## config.mk

```make
export PLATFORM = sky130hd
export DESIGN_NAME = sram_arbiter
export DESIGN_NICKNAME = d
export VERILOG_FILES = /design/src/rtl/sram_arbiter.sv
export SDC_FILE = /design/constraint.sdc
export NUM_CORES = 1
export LEC_CHECK = 0
export BUFFER_PORTS_ARGS = -buffer_cell sky130_fd_sc_hd__buf_2
export CAP_MARGIN = 40
export CORE_ASPECT_RATIO = 1.25
export CORE_MARGIN = 4
export CORE_UTILIZATION = 35
export CTS_CLUSTER_SIZE = 24
export DETAILED_ROUTE_END_ITERATION = 6
export HOLD_SLACK_MARGIN = 0.06
export SLEW_MARGIN = 20
export SYNTH_ARGS = -nofsm -noshare
export SYNTH_HDL_FRONTEND = slang
export SYNTH_SLANG_ARGS = --single-unit
```

## constraint.sdc

```tcl
create_clock -name clk -period 2.02 [get_ports clk]
set_input_delay 0.202 -clock clk [delete_from_list [all_inputs] [get_ports clk]]
set_output_delay 0.202 -clock clk [all_outputs]
set_load 0.01 [all_outputs]
```

## src/rtl/sram_arbiter.sv

```systemverilog
// rtl/sram_arbiter.sv - round-robin two-requester SRAM arbiter with locked bursts
// Optional statistics ports enabled by defining SRAM_ARB_STATS_EN.
module sram_arbiter #(
  parameter int DATA_WIDTH = 8,
  parameter int ADDR_WIDTH = 8,
  parameter int MAX_BURST  = 16
) (
  input  logic                  clk,
  input  logic                  reset,
  input  logic                  req0,
  input  logic                  we0,
  input  logic                  lock0,
  input  logic [ADDR_WIDTH-1:0] addr0,
  input  logic [DATA_WIDTH-1:0] wdata0,
  output logic                  gnt0,
  output logic                  rvalid0,
  input  logic                  req1,
  input  logic                  we1,
  input  logic                  lock1,
  input  logic [ADDR_WIDTH-1:0] addr1,
  input  logic [DATA_WIDTH-1:0] wdata1,
  output logic                  gnt1,
  output logic                  rvalid1,
  output logic [DATA_WIDTH-1:0] rdata,
  output logic                  cs,
  output logic                  we,
  output logic [ADDR_WIDTH-1:0] address,
  output logic [DATA_WIDTH-1:0] data_out,
  input  logic [DATA_WIDTH-1:0] data_in
`ifdef SRAM_ARB_STATS_EN
  ,
  output logic [15:0]           conflict_cnt,
  output logic [7:0]            wait1_max
`endif
);

  typedef enum logic [1:0] {OWN_NONE, OWN_0, OWN_1} owner_e;

  localparam logic [7:0] MAX_B = 8'(MAX_BURST);

  owner_e                owner_q, owner_d;
  logic                  last_q, last_d;
  logic [7:0]            burst_q, burst_d;
  logic                  cs_q, cs_d, we_q, we_d;
  logic [ADDR_WIDTH-1:0] addr_q, addr_d;
  logic [DATA_WIDTH-1:0] dout_q, dout_d;
  logic                  p1_rd_q, p1_rd_d, p1_id_q, p1_id_d;
  logic                  p2_rd_q, p2_id_q;
  logic                  rv0_q, rv0_d, rv1_q, rv1_d;
  logic [DATA_WIDTH-1:0] rdata_q, rdata_d;
  logic                  at_max, xfer, sel1, sel_lock, sel_we;
  owner_e                new_owner;

  assign at_max = (burst_q == MAX_B);

  // Owner keeps the bus unless its burst budget is spent and the other side waits.
  always_comb begin
    gnt0 = 1'b0;
    gnt1 = 1'b0;
    if (owner_q == OWN_0 && req0) begin
      if (at_max && req1) gnt1 = 1'b1;
      else                gnt0 = 1'b1;
    end else if (owner_q == OWN_1 && req1) begin
      if (at_max && req0) gnt0 = 1'b1;
      else                gnt1 = 1'b1;
    end else if (req0 && req1) begin
      if (last_q) gnt0 = 1'b1;
      else        gnt1 = 1'b1;
    end else if (req0) begin
      gnt0 = 1'b1;
    end else if (req1) begin
      gnt1 = 1'b1;
    end
  end

  assign xfer      = gnt0 | gnt1;
  assign sel1      = gnt1;
  assign sel_lock  = sel1 ? lock1 : lock0;
  assign sel_we    = sel1 ? we1 : we0;
  assign new_owner = sel1 ? OWN_1 : OWN_0;

  always_comb begin
    owner_d = owner_q;
    last_d  = last_q;
    burst_d = burst_q;
    cs_d    = 1'b0;
    we_d    = 1'b0;
    addr_d  = addr_q;
    dout_d  = dout_q;
    p1_rd_d = 1'b0;
    p1_id_d = 1'b0;
    if (xfer) begin
      last_d  = sel1;
      cs_d    = 1'b1;
      we_d    = sel_we;
      addr_d  = sel1 ? addr1 : addr0;
      dout_d  = sel1 ? wdata1 : wdata0;
      p1_rd_d = ~sel_we;
      p1_id_d = sel1;
      if (sel_lock) begin
        owner_d = new_owner;
        // Saturate so an over-long burst stays preemptible.
        if (owner_q == new_owner) burst_d = at_max ? burst_q : burst_q + 8'd1;
        else                      burst_d = 8'd1;
      end else begin
        owner_d = OWN_NONE;
        burst_d = 8'd0;
      end
    end
    rv0_d   = p2_rd_q & ~p2_id_q;
    rv1_d   = p2_rd_q & p2_id_q;
    rdata_d = p2_rd_q ? data_in : rdata_q;
  end

  always_ff @(posedge clk or negedge reset) begin
    if (!reset) begin
      owner_q <= OWN_NONE;
      last_q  <= 1'b1;
      burst_q <= 8'd0;
      cs_q    <= 1'b0;
      we_q    <= 1'b0;
      addr_q  <= '0;
      dout_q  <= '0;
      p1_rd_q <= 1'b0;
      p1_id_q <= 1'b0;
      p2_rd_q <= 1'b0;
      p2_id_q <= 1'b0;
      rv0_q   <= 1'b0;
      rv1_q   <= 1'b0;
      rdata_q <= '0;
    end else begin
      owner_q <= owner_d;
      last_q  <= last_d;
      burst_q <= burst_d;
      cs_q    <= cs_d;
      we_q    <= we_d;
      addr_q  <= addr_d;
      dout_q  <= dout_d;
      p1_rd_q <= p1_rd_d;
      p1_id_q <= p1_id_d;
      p2_rd_q <= p1_rd_q;
      p2_id_q <= p1_id_q;
      rv0_q   <= rv0_d;
      rv1_q   <= rv1_d;
      rdata_q <= rdata_d;
    end
  end

  assign cs       = cs_q;
  assign we       = we_q;
  assign address  = addr_q;
  assign data_out = dout_q;
  assign rvalid0  = rv0_q;
  assign rvalid1  = rv1_q;
  assign rdata    = rdata_q;

`ifdef SRAM_ARB_STATS_EN
  logic [15:0] conf_q, conf_d;
  logic [7:0]  run_q, run_d, wmax_q, wmax_d;

  always_comb begin
    conf_d = conf_q;
    run_d  = 8'd0;
    wmax_d = wmax_q;
    if (req0 && req1 && conf_q != 16'hFFFF) conf_d = conf_q + 16'd1;
    if (req1 && !gnt1) run_d = (run_q == 8'hFF) ? run_q : run_q + 8'd1;
    if (run_d > wmax_q) wmax_d = run_d;
  end

  always_ff @(posedge clk or negedge reset) begin
    if (!reset) begin
      conf_q <= 16'd0;
      run_q  <= 8'd0;
      wmax_q <= 8'd0;
    end else begin
      conf_q <= conf_d;
      run_q  <= run_d;
      wmax_q <= wmax_d;
    end
  end

  assign conflict_cnt = conf_q;
  assign wait1_max    = wmax_q;
`endif

endmodule

```

==> metrics.md <==
| Metric | Value |
|---|---|
| Flop-to-flop setup slack | `-70 ps` |
| Clock Skews | `5.495 ps` |
| Startpoint types | `register` |
| Max H-tree Level | `2` |
| CTS tree | `done` |
| Mapped cell area | `2011 µm²` |
| Synth Register Bits | `43` |
| Final setup viols | `4` |
| Final Cell Area | `2793 µm²` |
| Maxcap violations | `0` |
| Maximum clock rate | `476.0 MHz` |
| Pwr dens | `808.3 nW/µm²` |
| Filler Cells Inserted | `519` |
| Critical path's top delay family | `buffers and inverters` |
| Pleak | `1.381 nW` |
| Arrival time at the worst endpoint | `1900 ps` |
| Reg2reg path depth | `7` |
| First-pass GRT wire length | `7721 µm` |
| Distinct cells, synth | `43` |
| Final period util | `1.040` |
| Worst EP required | `1820 ps` |
| WL/cell | `14.12 µm` |
| Vias/cell | `5.087` |
| Inserted Diodes | `0` |
| Post-DRT Antenna Nets | `0` |
| Failing checks | `setup timing` |
| Worst VDD drop | `0.3118 mV` |
| Crit-path max FO | `4` |
| Post-synth EDFFs | `0` |
| RD Place Congestion | `0.9613` |
| Synth Flop Type | `dfrtp_1` |
| CTS Buffer Depth | `2` |
| RSZ-0062 raised after global routing | `true` |
| CP Capture Type | `output pin` |
| Root Driver | `clkbuf_8` |
| Row Count | `30` |
| PortBufs | `77` |
| CP max-delay cell | `dfrtp_1` |
| Drt initial violations | `105` |
| Slew of the pin with the lowest slew margin | `426.3 ps` |
| Grt total ovfl | `0` |
| CP bufs+invs | `4` |
| Num CTS Buffers | `5` |
| Cell area after placement | `2529 µm²` |
| Final Hold Vio Count | `0` |
| Critical Path Most Common Cell | `buf_6` |
| YS warnings | `0` |
| Worst r2r src | `burst_q[3]` |
| Total core area | `5518 µm²` |
| Total power draw | `2.257 mW` |
| Pin count of the biggest net entering global routing | `37` |
| Reg-to-Reg End | `burst_q[0]` |
| I/O pin cnt | `78` |
| Register area share after synthesis | `0.5358` |
| Synth-to-layout area growth | `38.89%` |
| Via count | `1750` |
| Max incr delay on CP | `390 ps` |
| Async set-or-reset flop fraction in the synthesized netlist | `1.000` |
| Initial antenna violation count | `0` |
| Die Ht | `92.74 µm` |
| Total length of routed wires | `4858 µm` |
| Mapped Cells | `184` |
| DPL Wire Length | `3520 µm` |
| Status | `finished with violations` |
| Avg Cell Area, Syn | `10.93 µm²` |
| GR Util All Layers | `0.1427` |
| Post-layout min period | `2101 ps` |
| Final worst setup slack | `-80.98 ps` |
| Crit. Startpoint | `burst_q[0]` |
| Drc violations | `0` |
| CP Capture Point | `gnt0` |
| Reg clk slew, reported paths | `70 ps` |
| Worst hold path class | `in2reg` |
| Layout cells sized above 1 | `0.4679` |
| Chip width | `75.79 µm` |
| Hold slack | `129.9 ps` |
| Number of global-route vias before repair | `1706` |
| Crit-path cells | `inv_2 > ha_2 > and4bb_2 > nand2_4 > buf_6 > a221oi_4 > buf_12 > buf_6` |
| Starting density of the core | `0.3644` |
| Die ar. | `7029 µm²` |
| Setup CP Type | `reg2out` |
| CTS Sinks | `43` |
| Nets | `329` |
| Slew Viols, Final | `0` |
| Syn_nets | `234` |
| Drt first pass iters | `4` |
| Clk_lat worst skew | `290 ps` |
| Worst path depth | `8` |
| Worst slew margin | `0.7133` |
layer usage:
metal  GRT usage  vias to the layer above  wire length [µm]  part of all wire
met4     0.04665                        0                62             0.013
met3     0.03692                        5               398             0.082
met2      0.2321                       60              2301              0.47
li1            -                      855                 -                 -
met5           0                        -                 0                 0
met1      0.1803                      830              2095              0.43
state kept, by name, summed over array words and instances, names as in the netlist:
| name | count |
|---|---|
| address | 8 |
| burst_q | 8 |
| data_out | 8 |
| rdata | 8 |
| owner_q | 2 |
| cs | 1 |
| last_q | 1 |
| p1_id_q | 1 |
| p1_rd_q | 1 |
| p2_id_q | 1 |
| p2_rd_q | 1 |
| rvalid0 | 1 |
| rvalid1 | 1 |
| we | 1 |
worst min path at each step:
stage	start	end	slack (ps)	depth (start not counted)
2_1_floorplan	reset	address[0]	-90	0
3_3_place_gp	p1_rd_q	p2_rd_q	330	0
3_5_place_dp	reset	rdata[6]	340	1
4_1_cts	addr0[4]	address[4]	120	3
5_1_grt	addr0[0]	address[0]	130	3
6_report	addr0[5]	address[5]	130	3
power by group:
group,total [mW],internal (mW),switching [mW]
combinational,0.575,0.286,0.289
sequential,1.05,0.979,0.0666
clock,0.637,0.370,0.267
worst register-to-register path: stages (launching register included):
cell and delay (ps):
dfrtp_2 440, or3_4 430, nor4_4 340, a2111oi_4 100, buf_4 170, buf_6 120
mux2i_1 110, mux2_2 260
final cells by class:
type                    instances  area (µm²)  area share
clock buffers                   7       76.32     0.02733
clock inverters                 1       30.03     0.01075
inverters                       7       26.28    0.009409
multi-input cells             127       920.9      0.3297
flip-flops and latches         43        1080      0.3867
well taps                      64       80.08     0.02867
repair buffers                 95       579.3      0.2074
placed cells by master (no fill, tap or decap), drive strengths merged, types with 4 or more instances in the layout:
cell type and n:
clkbuf 7, nand2 37, inv 7, and3 4, a21oi 4, a22oi 16
o21ai 7, buf 94, nand3 4, mux2 9, dfrtp 42
through the flow:
| step | setup TNS, ps | setup WS, ps | instances | utilization |
|---|---|---|---|---|
| global placement | 0 | 109.8 | 327 | 0.4583 |
| global route | -1630 | -164.1 | 344 | 0.5061 |
| CTS | -450.2 | -96.76 | 341 | 0.4921 |
| finish | -223.1 | -80.98 | 344 | 0.5061 |
| floorplan | 0 | 133.3 | 184 | - |
| detailed placement | 0 | 51.77 | 327 | 0.4583 |
kinds of logic after synthesis:
group           share of synthesized area
buf+inv                           0.02800
simple gates                       0.1861
flops                              0.5358
mux                               0.06036
compound gates                     0.1774
fa+ha+maj                         0.01244
cell usage after synthesis (all sizes together), types with 3 or more instances:
master	instances	share of area
inv	7	0.013
and3	4	0.012
dfrtp	42	0.52
nand2	37	0.070
nand3	4	0.010
nor2	3	0.0056
mux2	9	0.050
a21oi	4	0.010
nor4	3	0.020
a22oi	16	0.060
clkbuf	4	0.0075
nor4b	3	0.013
o21ai	7	0.017
a21o	3	0.011
buf	3	0.0075
nor2b	3	0.011
timing repair:
action / CTS / global route
endpoints found under the setup margin: 2 / 26
hold endpoints to repair: 34 / 0
hold buffers: 1 / 0
pin swaps: 3 / 5
resized for setup: 7 / 12
buffers inserted: 5 / 2
cloned: 0 / 0
Power figures use the tool's default switching activity.
